File: src/rtl/ahb_lite_single_master_if.sv
// Command/response and AHB-Lite signal bundle for the single-master initiator.
// cmd_*: a command transfers on a rising edge where cmd_valid && cmd_ready; rsp_* is a one-cycle pulse with no back-pressure.
interface ahb_lite_single_master_if;
    logic        cmd_valid;
    logic        cmd_ready;
    logic        cmd_write;
    logic [31:0] cmd_addr;
    logic [2:0]  cmd_size;
    logic [31:0] cmd_wdata;
    logic        rsp_valid;
    logic [31:0] rsp_rdata;
    logic        rsp_error;
    logic [31:0] HADDR;
    logic [1:0]  HTRANS;
    logic        HWRITE;
    logic [2:0]  HSIZE;
    logic [2:0]  HBURST;
    logic [31:0] HWDATA;
    logic [31:0] HRDATA;
    logic        HREADY;
    logic        HRESP;

    modport master (
        input  cmd_valid, cmd_write, cmd_addr, cmd_size, cmd_wdata, HRDATA, HREADY, HRESP,
        output cmd_ready, rsp_valid, rsp_rdata, rsp_error,
        output HADDR, HTRANS, HWRITE, HSIZE, HBURST, HWDATA
    );

    modport slave (
        output cmd_valid, cmd_write, cmd_addr, cmd_size, cmd_wdata, HRDATA, HREADY, HRESP,
        input  cmd_ready, rsp_valid, rsp_rdata, rsp_error,
        input  HADDR, HTRANS, HWRITE, HSIZE, HBURST, HWDATA
    );
endinterface

File: src/rtl/ahb_lite_single_master.sv
// AHB-Lite initiator: one SINGLE NONSEQ transfer per accepted command, little-endian lane steering,
// response pulse on completion. All outputs come straight from registers.
module ahb_lite_single_master #(
    parameter bit ALIGN_CHECK = 1'b1
) (
    input  logic                             HCLK,
    input  logic                             HRESET,
    ahb_lite_single_master_if.master         bus,
    output logic [1:0]                       dbg_state_o
);
    typedef enum logic [1:0] {S_IDLE, S_ADDR, S_DATA, S_RESP} state_e;

    localparam logic [1:0] TRANS_IDLE   = 2'b00;
    localparam logic [1:0] TRANS_NONSEQ = 2'b10;

    state_e      state_q;
    logic        cmd_ready_q;
    logic        rsp_valid_q;
    logic [31:0] rsp_rdata_q;
    logic        rsp_error_q;
    logic [31:0] haddr_q;
    logic [1:0]  htrans_q;
    logic        hwrite_q;
    logic [2:0]  hsize_q;
    logic [31:0] hwdata_q;
    logic [31:0] wdata_q;

    logic        illegal_cmd;
    logic [31:0] hwdata_d;
    logic [31:0] rd_byte;
    logic [31:0] rd_half;
    logic [31:0] rdata_d;

    assign illegal_cmd = (bus.cmd_size > 3'd2)
                      || (bus.cmd_size == 3'd1 && bus.cmd_addr[0])
                      || (bus.cmd_size == 3'd2 && bus.cmd_addr[1:0] != 2'b00);

    assign rd_byte = bus.HRDATA >> {haddr_q[1:0], 3'b000};
    assign rd_half = bus.HRDATA >> {haddr_q[1], 4'b0000};

    // Write data moves from the LSBs onto its lane; read data comes back down and is zero-extended.
    always_comb begin
        hwdata_d = wdata_q;
        rdata_d  = bus.HRDATA;
        case (hsize_q)
            3'd0: begin
                hwdata_d = {24'b0, wdata_q[7:0]} << {haddr_q[1:0], 3'b000};
                rdata_d  = {24'b0, rd_byte[7:0]};
            end
            3'd1: begin
                hwdata_d = {16'b0, wdata_q[15:0]} << {haddr_q[1], 4'b0000};
                rdata_d  = {16'b0, rd_half[15:0]};
            end
            default: ;
        endcase
    end

    always_ff @(posedge HCLK or posedge HRESET) begin
        if (HRESET) begin
            state_q     <= S_IDLE;
            cmd_ready_q <= 1'b1;
            rsp_valid_q <= 1'b0;
            rsp_rdata_q <= '0;
            rsp_error_q <= 1'b0;
            haddr_q     <= '0;
            htrans_q    <= TRANS_IDLE;
            hwrite_q    <= 1'b0;
            hsize_q     <= '0;
            hwdata_q    <= '0;
            wdata_q     <= '0;
        end else begin
            rsp_valid_q <= 1'b0;
            case (state_q)
                S_IDLE: begin
                    if (bus.cmd_valid && cmd_ready_q) begin
                        cmd_ready_q <= 1'b0;
                        wdata_q     <= bus.cmd_wdata;
                        if (ALIGN_CHECK && illegal_cmd) begin
                            state_q     <= S_RESP;
                            rsp_valid_q <= 1'b1;
                            rsp_error_q <= 1'b1;
                            rsp_rdata_q <= '0;
                        end else begin
                            state_q  <= S_ADDR;
                            haddr_q  <= bus.cmd_addr;
                            hwrite_q <= bus.cmd_write;
                            hsize_q  <= bus.cmd_size;
                            htrans_q <= TRANS_NONSEQ;
                        end
                    end
                end
                S_ADDR: begin
                    if (bus.HREADY) begin
                        state_q  <= S_DATA;
                        htrans_q <= TRANS_IDLE;
                        hwdata_q <= hwrite_q ? hwdata_d : '0;
                    end
                end
                S_DATA: begin
                    // An HRESP=1 cycle with HREADY=0 is only the first half of an ERROR response.
                    if (bus.HREADY) begin
                        state_q     <= S_RESP;
                        rsp_valid_q <= 1'b1;
                        rsp_error_q <= bus.HRESP;
                        rsp_rdata_q <= (!hwrite_q && !bus.HRESP) ? rdata_d : '0;
                    end
                end
                S_RESP: begin
                    state_q     <= S_IDLE;
                    cmd_ready_q <= 1'b1;
                end
                default: state_q <= S_IDLE;
            endcase
        end
    end

    assign bus.cmd_ready = cmd_ready_q;
    assign bus.rsp_valid = rsp_valid_q;
    assign bus.rsp_rdata = rsp_rdata_q;
    assign bus.rsp_error = rsp_error_q;
    assign bus.HADDR     = haddr_q;
    assign bus.HTRANS    = htrans_q;
    assign bus.HWRITE    = hwrite_q;
    assign bus.HSIZE     = hsize_q;
    assign bus.HBURST    = 3'b000;
    assign bus.HWDATA    = hwdata_q;
    assign dbg_state_o   = state_q;
endmodule
File: src/flat_wrapper.sv
// flat-port wrapper written by rule: the top's interface ports become plain ports
module ahb_lite_single_master_flat 
#(
    parameter bit ALIGN_CHECK = 1'b1
)
  (HCLK, HRESET, dbg_state_o, bus_cmd_valid, bus_cmd_write, bus_cmd_addr, bus_cmd_size, bus_cmd_wdata, bus_HRDATA, bus_HREADY, bus_HRESP, bus_cmd_ready, bus_rsp_valid, bus_rsp_rdata, bus_rsp_error, bus_HADDR, bus_HTRANS, bus_HWRITE, bus_HSIZE, bus_HBURST, bus_HWDATA);
  ahb_lite_single_master_if bus_i ();
  input  logic HCLK;
  input  logic HRESET;
  output logic [1:0] dbg_state_o;
  input wire logic [$bits(bus_i.cmd_valid)-1:0] bus_cmd_valid;
  input wire logic [$bits(bus_i.cmd_write)-1:0] bus_cmd_write;
  input wire logic [$bits(bus_i.cmd_addr)-1:0] bus_cmd_addr;
  input wire logic [$bits(bus_i.cmd_size)-1:0] bus_cmd_size;
  input wire logic [$bits(bus_i.cmd_wdata)-1:0] bus_cmd_wdata;
  input wire logic [$bits(bus_i.HRDATA)-1:0] bus_HRDATA;
  input wire logic [$bits(bus_i.HREADY)-1:0] bus_HREADY;
  input wire logic [$bits(bus_i.HRESP)-1:0] bus_HRESP;
  output wire logic [$bits(bus_i.cmd_ready)-1:0] bus_cmd_ready;
  output wire logic [$bits(bus_i.rsp_valid)-1:0] bus_rsp_valid;
  output wire logic [$bits(bus_i.rsp_rdata)-1:0] bus_rsp_rdata;
  output wire logic [$bits(bus_i.rsp_error)-1:0] bus_rsp_error;
  output wire logic [$bits(bus_i.HADDR)-1:0] bus_HADDR;
  output wire logic [$bits(bus_i.HTRANS)-1:0] bus_HTRANS;
  output wire logic [$bits(bus_i.HWRITE)-1:0] bus_HWRITE;
  output wire logic [$bits(bus_i.HSIZE)-1:0] bus_HSIZE;
  output wire logic [$bits(bus_i.HBURST)-1:0] bus_HBURST;
  output wire logic [$bits(bus_i.HWDATA)-1:0] bus_HWDATA;
  assign bus_i.cmd_valid = bus_cmd_valid;
  assign bus_i.cmd_write = bus_cmd_write;
  assign bus_i.cmd_addr = bus_cmd_addr;
  assign bus_i.cmd_size = bus_cmd_size;
  assign bus_i.cmd_wdata = bus_cmd_wdata;
  assign bus_i.HRDATA = bus_HRDATA;
  assign bus_i.HREADY = bus_HREADY;
  assign bus_i.HRESP = bus_HRESP;
  assign bus_cmd_ready = bus_i.cmd_ready;
  assign bus_rsp_valid = bus_i.rsp_valid;
  assign bus_rsp_rdata = bus_i.rsp_rdata;
  assign bus_rsp_error = bus_i.rsp_error;
  assign bus_HADDR = bus_i.HADDR;
  assign bus_HTRANS = bus_i.HTRANS;
  assign bus_HWRITE = bus_i.HWRITE;
  assign bus_HSIZE = bus_i.HSIZE;
  assign bus_HBURST = bus_i.HBURST;
  assign bus_HWDATA = bus_i.HWDATA;
  ahb_lite_single_master #(.ALIGN_CHECK(ALIGN_CHECK)) u_core (.HCLK(HCLK), .HRESET(HRESET), .bus(bus_i), .dbg_state_o(dbg_state_o));
endmodule
File: config.mk
export PLATFORM = sky130hd
export DESIGN_NAME = ahb_lite_single_master_flat
export DESIGN_NICKNAME = d
export VERILOG_FILES = /design/src/rtl/ahb_lite_single_master_if.sv /design/src/rtl/ahb_lite_single_master.sv /design/src/flat_wrapper.sv
export SDC_FILE = /design/constraint.sdc
export NUM_CORES = 1
export LEC_CHECK = 0
export BUFFER_PORTS_ARGS = -buffer_cell sky130_fd_sc_hd__clkbuf_2
export CAP_MARGIN = 40
export CORE_MARGIN = 5
export CORE_UTILIZATION = 48
export DETAILED_ROUTE_END_ITERATION = 10
export GPL_TIMING_DRIVEN = 1
export PLACE_DENSITY = 0.77
export SLEW_MARGIN = 20
export SYNTH_ARGS = -nofsm -noshare
export SYNTH_HDL_FRONTEND = slang
export SYNTH_SLANG_ARGS = --single-unit
File: constraint.sdc
create_clock -name HCLK -period 5.13 [get_ports HCLK]
set_input_delay 0.2565 -clock HCLK [delete_from_list [all_inputs] [get_ports HCLK]]
set_output_delay 0.2565 -clock HCLK [all_outputs]
set_load 0.005 [all_outputs]
==> results of run 1 <==
## per-layer routing
metal | wire length, um | global-route usage, %
met4 | 321 | 9.937
met5 | 0 | 0
met2 | 8752 | 38.81
met1 | 6964 | 30.46
met3 | 1506 | 6.267
## registers in the layout, summed over array words and instances (netlist names)
register / cells
u_core.bus.rsp_rdata: 32
u_core.bus.HWDATA: 32
u_core.bus.HTRANS: 1
u_core.bus.rsp_valid: 1
u_core.wdata_q: 32
u_core.bus.HWRITE: 1
u_core.bus.cmd_ready: 1
u_core.dbg_state_o: 2
u_core.bus.HADDR: 32
u_core.bus.HSIZE: 3
u_core.bus.rsp_error: 1
## power groups by stage
stage	Clock, mW	Combinational, mW	Sequential, mW
floorplan	0	1.02	1.81
global placement	0	1.54	1.88
detailed placement	0	1.64	1.91
CTS	1.27	1.65	1.89
global route	1.33	1.81	1.95
finish	1.26	1.64	1.90
## synthesized netlist by cell type, types with 7 or more instances
cell type,instances
sky130_fd_sc_hd__a21oi_1,11
sky130_fd_sc_hd__mux2_1,16
sky130_fd_sc_hd__o22ai_1,8
sky130_fd_sc_hd__o21ai_0,65
sky130_fd_sc_hd__nor2_1,14
sky130_fd_sc_hd__buf_2,8
sky130_fd_sc_hd__dfrtp_1,137
sky130_fd_sc_hd__buf_4,7
sky130_fd_sc_hd__mux2_2,51
sky130_fd_sc_hd__clkbuf_1,21
sky130_fd_sc_hd__nand2_1,48
sky130_fd_sc_hd__a32o_1,8
sky130_fd_sc_hd__a22o_1,30
sky130_fd_sc_hd__nand2b_1,10
sky130_fd_sc_hd__mux2i_1,8
sky130_fd_sc_hd__a22oi_1,24
## cells in the final DEF, fill, tap and decap left out, drive strengths merged, types with 8 or more instances in the layout
cell / count
a32o: 8
buf: 11
o21ai: 68
a21oi: 11
clkbuf: 235
dfrtp: 137
a22o: 30
nand2: 48
a22oi: 24
o22ai: 8
nor2: 16
nand2b: 10
mux2i: 8
mux2: 67
## cells by family (layout without fill, tap and decap cells)
family / after synthesis / count (layout) / share of synthesized area [%]
and+or+nand+nor: 93 / 93 / 7.453
buffers and inverters: 47 / 260 / 3.993
DFF: 138 / 138 / 56.53
AOI/OAI and AO/OA: 160 / 160 / 17.49
other: 1 / 4 / 0.06137
muxes: 75 / 75 / 13.66
adders and majority gates: 4 / 4 / 0.8190
## stage by stage
step,utilization [%],cells
global route,63.23,906
global placement,57.42,866
detailed placement,58.25,872
finish,63.23,906
floorplan,-,521
CTS,63.17,905
## final cells by class
| class | count | area, um^2 | share of cell area, % |
|---|---|---|---|
| inverter | 6 | 27.53 | 0.3464 |
| clock buffer | 25 | 495.5 | 6.235 |
| timing repair buffer | 222 | 1202 | 15.13 |
| multi-input combinational | 336 | 2439 | 30.69 |
| clock inverter | 7 | 112.6 | 1.417 |
| sequential | 138 | 3455 | 43.47 |
| tap | 172 | 215.2 | 2.708 |
## path summary, 6_finish.rpt
kind                                  startpoint                    end  slack [ps]  depth (start not counted)
max                        u_core.dbg_state_o[0]   u_core.bus.HADDR[25]        2470                          6
min                              bus_cmd_addr[4]    u_core.bus.HADDR[4]          40                          2
max reg2reg                u_core.dbg_state_o[0]   u_core.bus.HADDR[25]        2470                          6
min reg2reg                u_core.bus.HWDATA[10]  u_core.bus.HWDATA[10]         480                          2
max in group asynchronous                 HRESET   u_core.bus.cmd_ready        3600                          5
min in group asynchronous                 HRESET     u_core.wdata_q[21]         450                          3
## timing repair
item,CTS,global route
hold buffers,1,0
endpoints found under the setup margin,0,0
hold endpoints to repair,61,0
==> impl_results.rst, run 1 <==
.. list-table::
   :header-rows: 1

   * - Metric
     - Value
   * - Outcome
     - complete, no violations
   * - Most frequently used flop master after synthesis
     - sky130_fd_sc_hd__dfrtp_1
   * - Number of storage elements in the synthesis netlist
     - roughly 140
   * - Pins Over Slew Limit
     - 0
   * - Final weighted congestion of routability-driven global placement
     - 0.8861
   * - P per Cell Area
     - 604.5 mW/mm^2
   * - Setup violation total in the final timing report
     - 0
   * - Max Cap Viol
     - 0
   * - Final hold violations
     - 0
   * - Logic gate share of total power
     - 34.2%
   * - Number of DRC markers after the initial detailed-route iteration
     - 401
   * - Sum Neg Setup Slack
     - 0 ps
   * - Distinct cell type count after synthesis
     - between 40 and 50
   * - Headroom to the max-slew limit
     - approximately 45%
   * - Critical path buffers and inverters
     - 2
   * - Switching share of total power
     - about 34%
   * - CP cell instances
     - inv_1, ha_1, nand3_2, a211oi_4, buf_4, mux2_2
   * - Fin crit share
     - 51.90%
   * - Die span in y
     - 122.8 um
   * - Library cell with the largest summed area after synthesis
     - sky130_fd_sc_hd__dfrtp_1
   * - Setup Buffers After CTS
     - 0
   * - I/O Buffers
     - 210
   * - Internal power consumption
     - 3.162 mW
   * - Detail-routed via count per cell
     - 5.615
   * - DR WL/cell
     - 19.37 um
   * - Transition time of the tightest slew-check pin
     - 818.2 ps
   * - Vias after detailed routing
     - 5,087
   * - Worst path arrival time
     - 2960 ps
   * - Path category of the worst min-delay check
     - in2reg
   * - Switching pwr
     - roughly 1.6 mW
   * - Deepest level of the CTS H-tree
     - 4
   * - Vias in the first global route
     - between 5,000 and 6,000
   * - Pin count of the biggest net entering global routing
     - 63
   * - Initial Utilization
     - about 49%
   * - Startpoint type of the worst setup path
     - flop
   * - Pwr Total
     - 4.804 mW
   * - Setup repair after global routing missed its margin
     - no
   * - Count of mapped cells out of synthesis
     - 518
   * - Width of the die
     - 122.8 um
   * - Floorplan die area
     - 0.01509 mm^2
   * - Clock period minus worst slack
     - between 2000 and 3000 ps
   * - # resized after CTS
     - 0
   * - Count of nets left with antenna violations after detail routing
     - 0
   * - Count of warnings emitted by yosys
     - 0
   * - CP max stage delay
     - 500 ps
   * - Static Leak
     - 3.939 nW
   * - Sum of net half-perimeters after detailed placement
     - 12,790 um
   * - Endpoint type of the worst setup path
     - flop
   * - EDFF count, synth
     - 0
   * - Placed inst area
     - 0.007321 mm^2
   * - Cell at the slowest stage of the critical path
     - sky130_fd_sc_hd__nand3_2
   * - Syn-to-layout area delta
     - 30.04%
   * - Core Area
     - 0.01257 mm^2
   * - Worst slack after detailed placement
     - 2484 ps
   * - First-pass GRT wire length
     - 27,390 um
   * - I/O pin cnt
     - 215
   * - Number of CTS-inserted buffers
     - 17
   * - Worst IR Drop VDD
     - 326.0 uV
   * - Category of the critical setup timing path
     - reg2reg
   * - Global-route usage over all layers
     - 23.92%
   * - Worst Path Required
     - 5430 ps
   * - Router iterations before antenna repair
     - 5
   * - Layout net count
     - 830
   * - Sequential group share of total power
     - 39.5%
   * - Mapped cell area
     - about 0.0061 mm^2
   * - Final WL
     - 17,550 um
   * - Antenna diode count
     - 0
   * - Clock tree from TritonCTS
     - done
   * - CP delay by family, top
     - buffers and inverters
   * - Area share of the largest cell type after synthesis
     - 56.10%
   * - Latest clock arrival within the worst-skew pair
     - 430 ps
   * - Share of total power in the clock network
     - 26.3%
   * - Non-Filler Cell Area, Final
     - 0.007946 mm^2
   * - Crit-path max FO
     - 38
   * - Proportion of synthesized chip area in sequential cells
     - 56.53%
   * - Async S/R FF share, synth
     - 100.0%
   * - Worst clock skew
     - 10.29 ps
   * - DRC violation count after routing
     - 0
   * - Post-route worst setup slack
     - 2467 ps
   * - Core Rows
     - 41
   * - Fraction of layout instances using a drive strength above 1
     - a little over two fifths
   * - Antenna violations before repair
     - 0
   * - Mean area per synthesized cell
     - 11.80 um^2
   * - Dominant cells by area after synthesis
     - sky130_fd_sc_hd__dfrtp_1 (56%), sky130_fd_sc_hd__mux2_2 (9.4%), sky130_fd_sc_hd__o21ai_0 (5.3%), sky130_fd_sc_hd__a22o_1 (4.3%), sky130_fd_sc_hd__a22oi_1 (2.9%)
   * - Achievable frequency
     - 375.6 MHz
   * - FILL cells
     - 956
   * - Clk Tree Root Cell
     - sky130_fd_sc_hd__clkbuf_16
   * - Total congestion overflow after global routing
     - 0
   * - CTS sink count
     - 138
   * - Hold Slack
     - ~45 ps
   * - Clock buffer depth
     - 2
   * - Clock Pin Slew Worst Setup and Hold Paths
     - ~60 ps
No activity file was read; power rests on OpenSTA's default activity.
==> run 2: changes to the inputs <==
Clock period 5.13 ns to 2.75 ns, I/O delays scaled along.
==> impl_results.rst, run 2 (same netlist as run 1, synthesis figures left out) <==
.. list-table::
   :header-rows: 1

   * - Metric
     - Value
   * - Path category of the worst min-delay check
     - in2reg
   * - Sum Neg Setup Slack
     - 0 ps
   * - I/O Buffers
     - 210
   * - CTS Hold Buffers Added
     - 77
   * - # resized after CTS
     - 0
   * - Setup repair after global routing missed its margin
     - no
   * - Core Area
     - 0.01257 mm^2
   * - Setup violation total in the final timing report
     - 0
   * - Worst IR Drop VDD
     - 564.8 uV
   * - Initial Utilization
     - 48.62%
   * - Latest clock arrival within the worst-skew pair
     - 420 ps
   * - Clock buffer depth
     - 2
   * - Deepest level of the CTS H-tree
     - 4
   * - Non-Filler Cell Area, Final
     - 0.008821 mm^2
   * - Worst path arrival time
     - 2500 ps
   * - DRC violation count after routing
     - 0
   * - Fin crit share
     - 80.00%
   * - Sum of net half-perimeters after detailed placement
     - 12,510 um
   * - Startpoint type of the worst setup path
     - flop
   * - FILL cells
     - 861
   * - Most common cell after layout, fill and taps aside
     - sky130_fd_sc_hd__clkbuf_2
   * - Number of CTS-inserted buffers
     - 17
   * - Die span in y
     - 122.8 um
   * - Final weighted congestion of routability-driven global placement
     - 0.8806
   * - Headroom to the max-slew limit
     - about 44%
   * - Clk Tree Root Cell
     - sky130_fd_sc_hd__clkbuf_16
   * - Detail-routed via count per cell
     - roughly 5.5
   * - Worst clock skew
     - 7.067 ps
   * - Final hold violations
     - 0
   * - Pin count of the biggest net entering global routing
     - 56
   * - Pins Over Slew Limit
     - 0
   * - Outcome
     - complete, no violations
   * - Global-route usage over all layers
     - 26.58%
   * - Hold Slack
     - between 15 and 20 ps
   * - Fraction of layout instances using a drive strength above 1
     - 39.51%
   * - FF/Latch Area
     - roughly 0.0035 mm^2
   * - Floorplan die area
     - 0.01509 mm^2
   * - CP cell instances
     - inv_1, ha_1, a21bo_2, nand3_2, or2_1, buf_4, a22o_1
   * - Count of nets left with antenna violations after detail routing
     - 0
   * - Vias after detailed routing
     - 5,475
   * - CP delay by family, top
     - simple AND/OR/NAND/NOR gates
   * - Core Rows
     - 41
   * - Antenna violations before repair
     - 1
   * - Final WL
     - 19,240 um
   * - Total congestion overflow after global routing
     - 0
   * - Router iterations before antenna repair
     - 5
   * - Worst Path Required
     - 3050 ps
   * - Static Leak
     - approximately 4.3 nW
   * - DR WL/cell
     - 19.47 um
   * - Achievable frequency
     - 454.5 MHz
   * - First-pass GRT wire length
     - approximately 31,000 um
   * - Multi-input gate area
     - between 0.002 and 0.0025 mm^2
   * - Clock tree from TritonCTS
     - done
   * - Cell at the slowest stage of the critical path
     - sky130_fd_sc_hd__dfrtp_1
   * - Layout net count
     - 911
   * - Syn-to-layout area delta
     - 44.35%
   * - Clock Pin Slew Worst Setup and Hold Paths
     - 60 ps
   * - Category of the critical setup timing path
     - reg2reg
   * - Width of the die
     - 122.8 um
   * - Vias in the first global route
     - between 5,000 and 6,000
   * - Clock period minus worst slack
     - 2200 ps
   * - CP max stage delay
     - 420 ps
   * - Setup Buffers After CTS
     - 0
   * - P per Cell Area
     - 1071 mW/mm^2
   * - Endpoint type of the worst setup path
     - flop
   * - Number of DRC markers after the initial detailed-route iteration
     - 446
   * - Crit-path max FO
     - 19
   * - Max Cap Viol
     - 0
   * - CTS sink count
     - 138
   * - Placed inst area
     - ~0.0073 mm^2
   * - Critical path buffers and inverters
     - 2
   * - Transition time of the tightest slew-check pin
     - about 840 ps
   * - I/O pin cnt
     - between 200 and 250
   * - Most frequent cells in the layout
     - sky130_fd_sc_hd__clkbuf_2 (210), sky130_fd_sc_hd__dfrtp_1 (137), sky130_fd_sc_hd__dlygate4sd3_1 (77)
run 2: cell type report:
class / count / area share (%)
diodes: 1 / 0.02837
clock buffers: 22 / 5.603
clock inverters: 10 / 2.383
inverters: 6 / 0.2979
multi-input cells: 336 / 27.65
flip-flops and latches: 138 / 39.16
well taps: 172 / 2.440
repair buffers: 303 / 22.44
run 2: worst min-delay path: stages:
cell,delay (ps)
sky130_fd_sc_hd__clkbuf_2,100
sky130_fd_sc_hd__nand2_1,60
sky130_fd_sc_hd__o21ai_0,80
run 2: worst paths after layout:
check	cells past startpoint	end	slack [ps]	startpoint
worst min register to register	2	u_core.bus.HWDATA[13]	490	u_core.bus.HWDATA[13]
worst min-delay path	3	u_core.bus.rsp_rdata[22]	20	bus_HRDATA[22]
min in group asynchronous	3	u_core.bus.HWDATA[4]	130	HRESET
worst max-delay path	7	u_core.bus.rsp_rdata[10]	550	u_core.dbg_state_o[0]
max in group asynchronous	5	u_core.bus.cmd_ready	1850	HRESET
worst max register to register	7	u_core.bus.rsp_rdata[10]	550	u_core.dbg_state_o[0]
run 2: per-stage QoR:
stage	util [%]	power, mW	setup WS [ps]	std cells
after CTS	70.01	9.426	559.3	986
after detailed placement	58.27	6.609	580.9	877
after floorplan	-	5.277	836.2	521
after global placement	58.27	6.480	685.7	877
final	70.18	9.450	549.9	988
after global routing	70.18	9.990	430.5	988
run 2: power breakdown:
group	switching [mW]	total (mW)	internal, mW
Combinational	1.65	3.25	1.60
Clock	0.863	2.69	1.82
Sequential	0.653	3.51	2.86
run 2: routing by layer:
| layer | vias to the layer above | GRT usage, % | wire length (um) |
|---|---|---|---|
| met5 | - | 0 | 0 |
| met4 | 0 | 10.92 | 575 |
| li1 | 2443 | - | - |
| met1 | 2725 | 33.23 | 7563 |
| met2 | 261 | 43.97 | 9663 |
| met3 | 46 | 6.866 | 1437 |
==> run 3: changes to the inputs <==
Settings changed: ABC_AREA from default to 1.
Clock period 2.75 ns to 2.3 ns, I/O delays scaled along.
==> impl_results.rst, run 3 <==
.. list-table::
   :header-rows: 1

   * - Metric
     - Value
   * - Antenna violations before repair
     - 0
   * - CP cell instances
     - inv_1, ha_1, nand2_1, o21ai_2, nor2_2, nand3_2, buf_12, o21ai_1
   * - First-pass GRT wire length
     - approximately 32,000 um
   * - Count of mapped cells out of synthesis
     - 807
   * - Global-route usage over all layers
     - 25.35%
   * - Setup violation total in the final timing report
     - 0
   * - Latest clock arrival within the worst-skew pair
     - 420 ps
   * - Worst path arrival time
     - 2300 ps
   * - Pwr Total
     - ~11 mW
   * - DRC violation count after routing
     - 0
   * - Fin util
     - between 60% and 70%
   * - Number of storage elements in the synthesis netlist
     - 138
   * - Sum Neg Setup Slack
     - 0 ps
   * - Headroom to the max-slew limit
     - 50.40%
   * - Async S/R FF share, synth
     - 100.0%
   * - Clk Tree Root Cell
     - sky130_fd_sc_hd__clkbuf_16
   * - Worst slack after detailed placement
     - 340.4 ps
   * - Startpoint type of the worst setup path
     - flop
   * - Critical path buffers and inverters
     - 2
   * - Most common cell after layout, fill and taps aside
     - sky130_fd_sc_hd__nand2_1
   * - Hold Slack
     - 20.13 ps
   * - Total congestion overflow after global routing
     - 0
   * - CP delay by family, top
     - simple AND/OR/NAND/NOR gates
   * - Core Rows
     - 42
   * - Outcome
     - complete, no violations
   * - CTS sink count
     - 138
   * - P per Cell Area
     - 1191 mW/mm^2
   * - CP max stage delay
     - 410 ps
   * - Count of nets left with antenna violations after detail routing
     - 0
   * - Deepest level of the CTS H-tree
     - 4
   * - Final hold violations
     - 0
   * - Achievable frequency
     - 508.0 MHz
   * - Final std cells w/o fill
     - 1,278
   * - Dominant cells by area after synthesis
     - sky130_fd_sc_hd__dfrtp_1 (53%), sky130_fd_sc_hd__nand2_1 (22%), sky130_fd_sc_hd__nand3_1 (6.6%), sky130_fd_sc_hd__buf_2 (1.7%), sky130_fd_sc_hd__o21ai_0 (1.7%)
   * - Pin count of the biggest net entering global routing
     - 73
   * - Detail-routed via count per cell
     - 5.117
   * - Die span in y
     - 126.1 um
   * - Antenna diode count
     - 0
   * - Library cell with the largest summed area after synthesis
     - sky130_fd_sc_hd__dfrtp_1
   * - Width of the die
     - around 130 um
   * - Worst clock skew
     - about 9.4 ps
   * - Syn-to-layout area delta
     - 40.08%
   * - Post-route worst setup slack
     - approximately 330 ps
   * - Cell at the slowest stage of the critical path
     - sky130_fd_sc_hd__dfrtp_1
   * - Floorplan die area
     - 0.01590 mm^2
   * - Worst IR Drop VDD
     - 661.1 uV
   * - Count of warnings emitted by yosys
     - 0
   * - Final WL
     - 19,970 um
   * - I/O Buffers
     - 210
   * - Clock Pin Slew Worst Setup and Hold Paths
     - approximately 60 ps
   * - Sum of net half-perimeters after detailed placement
     - 12,950 um
   * - Layout net count
     - 1,198
   * - Final weighted congestion of routability-driven global placement
     - 0.8870
   * - # resized after CTS
     - 0
   * - Clock period minus worst slack
     - 1968 ps
   * - Distinct cell type count after synthesis
     - 28
   * - Fraction of layout instances using a drive strength above 1
     - 25.68%
   * - Most frequently used flop master after synthesis
     - sky130_fd_sc_hd__dfrtp_1
   * - Proportion of synthesized chip area in sequential cells
     - 53.40%
   * - Setup repair after global routing missed its margin
     - no
   * - Transition time of the tightest slew-check pin
     - around 740 ps
   * - Mean area per synthesized cell
     - 8.016 um^2
   * - Max Cap Viol
     - 0
   * - Mapped cell area
     - between 0.006 and 0.007 mm^2
   * - Clock buffer depth
     - 2
   * - Most common cell in the synthesized netlist
     - sky130_fd_sc_hd__nand2_1
   * - Vias in the first global route
     - roughly 6,400
   * - Endpoint type of the worst setup path
     - flop
   * - EDFF count, synth
     - 0
   * - Most frequent cells in the layout
     - sky130_fd_sc_hd__nand2_1 (373), sky130_fd_sc_hd__clkbuf_2 (210), sky130_fd_sc_hd__dfrtp_1 (137)
   * - Core Area
     - 0.01324 mm^2
   * - Number of CTS-inserted buffers
     - 17
   * - Category of the critical setup timing path
     - reg2reg
   * - Initial Utilization
     - 48.85%
   * - Setup Buffers After CTS
     - 0
   * - Placed inst area
     - 0.007634 mm^2
   * - Commonest cells in the synthesized netlist
     - sky130_fd_sc_hd__nand2_1 (373), sky130_fd_sc_hd__dfrtp_1 (137), sky130_fd_sc_hd__nand3_1 (85), sky130_fd_sc_hd__inv_1 (26)
   * - Router iterations before antenna repair
     - 5
   * - I/O pin cnt
     - 215
   * - Count of placed standard cells including taps
     - 1,161
   * - Worst Path Required
     - 2640 ps
   * - Path category of the worst min-delay check
     - in2reg
   * - Static Leak
     - 4.941 nW
   * - Area share of the largest cell type after synthesis
     - 53.00%
   * - DR WL/cell
     - 15.62 um
   * - Non-Filler Cell Area, Final
     - 0.009061 mm^2
   * - Clock tree from TritonCTS
     - done
   * - Fin crit share
     - 85.58%
   * - Crit-path max FO
     - 22
   * - Vias after detailed routing
     - 6,539
   * - Number of DRC markers after the initial detailed-route iteration
     - 434
   * - Pins Over Slew Limit
     - 0
## run 3: cells by family (layout without fill, tap and decap cells)
kind of cell	after synthesis	count (layout)	share of synthesized area, %
AOI/OAI and AO/OA	77	77	7.118
DFF	138	138	53.40
and+or+nand+nor	506	506	32.42
buffers and inverters	81	373	6.228
other	1	4	0.05797
adders and majority gates	4	4	0.7737
## run 3: worst paths after layout
| check | start | end | slack [ps] | cells past startpoint |
|---|---|---|---|---|
| worst min-delay path | bus_HRDATA[14] | u_core.bus.rsp_rdata[14] | 20 | 3 |
| max in group asynchronous | HRESET | u_core.bus.rsp_rdata[2] | 1350 | 4 |
| min in group asynchronous | HRESET | u_core.bus.rsp_rdata[31] | 260 | 3 |
| worst max-delay path | u_core.dbg_state_o[0] | u_core.bus.rsp_rdata[8] | 330 | 8 |
| worst min register to register | u_core.bus.HADDR[11] | u_core.bus.HADDR[11] | 470 | 2 |
| worst max register to register | u_core.dbg_state_o[0] | u_core.bus.rsp_rdata[8] | 330 | 8 |
## run 3: worst register-to-register path: stages, from the launching register on
cell	delay [ps]
sky130_fd_sc_hd__dfrtp_1	410
sky130_fd_sc_hd__inv_1	90
sky130_fd_sc_hd__ha_1	270
sky130_fd_sc_hd__nand2_1	140
sky130_fd_sc_hd__o21ai_2	80
sky130_fd_sc_hd__nor2_2	150
sky130_fd_sc_hd__nand3_2	330
sky130_fd_sc_hd__buf_12	290
sky130_fd_sc_hd__o21ai_1	140
## run 3: area by class of cell
class / instances / area [um^2]
Sequential cell: 138 / 3455
Inverter: 31 / 120.1
Tap cell: 176 / 220.2
Clock inverter: 6 / 87.58
Clock buffer: 26 / 489.2
Multi-Input combinational cell: 591 / 2625
Fill cell: 1045 / 4182
Timing Repair Buffer: 310 / 2064
## run 3: where the power goes
part,internal [mW],switching (mW),total (mW)
registers,3.32,0.690,4.01
clock network,1.68,0.982,2.66
logic,1.54,2.59,4.12
total,6.54,4.26,10.8
## run 3: what timing repair did
| action | CTS | global route |
|---|---|---|
| endpoints found under the hold margin | 97 | 0 |
| hold buffers | 85 | 0 |
| setup endpoints to repair | 0 | 0 |
## run 3: layer usage
metal  part of all wire [%]  global-route usage (%)  vias up  routed length (um)
met3                    8.9                   6.816       42                1767
met1                     40                   32.12     3030                7997
li1                       -                       -     3142                   -
met5                      0                       0        -                   0
met2                     48                   41.16      325                9657
met4                    2.7                   10.79        0                 542
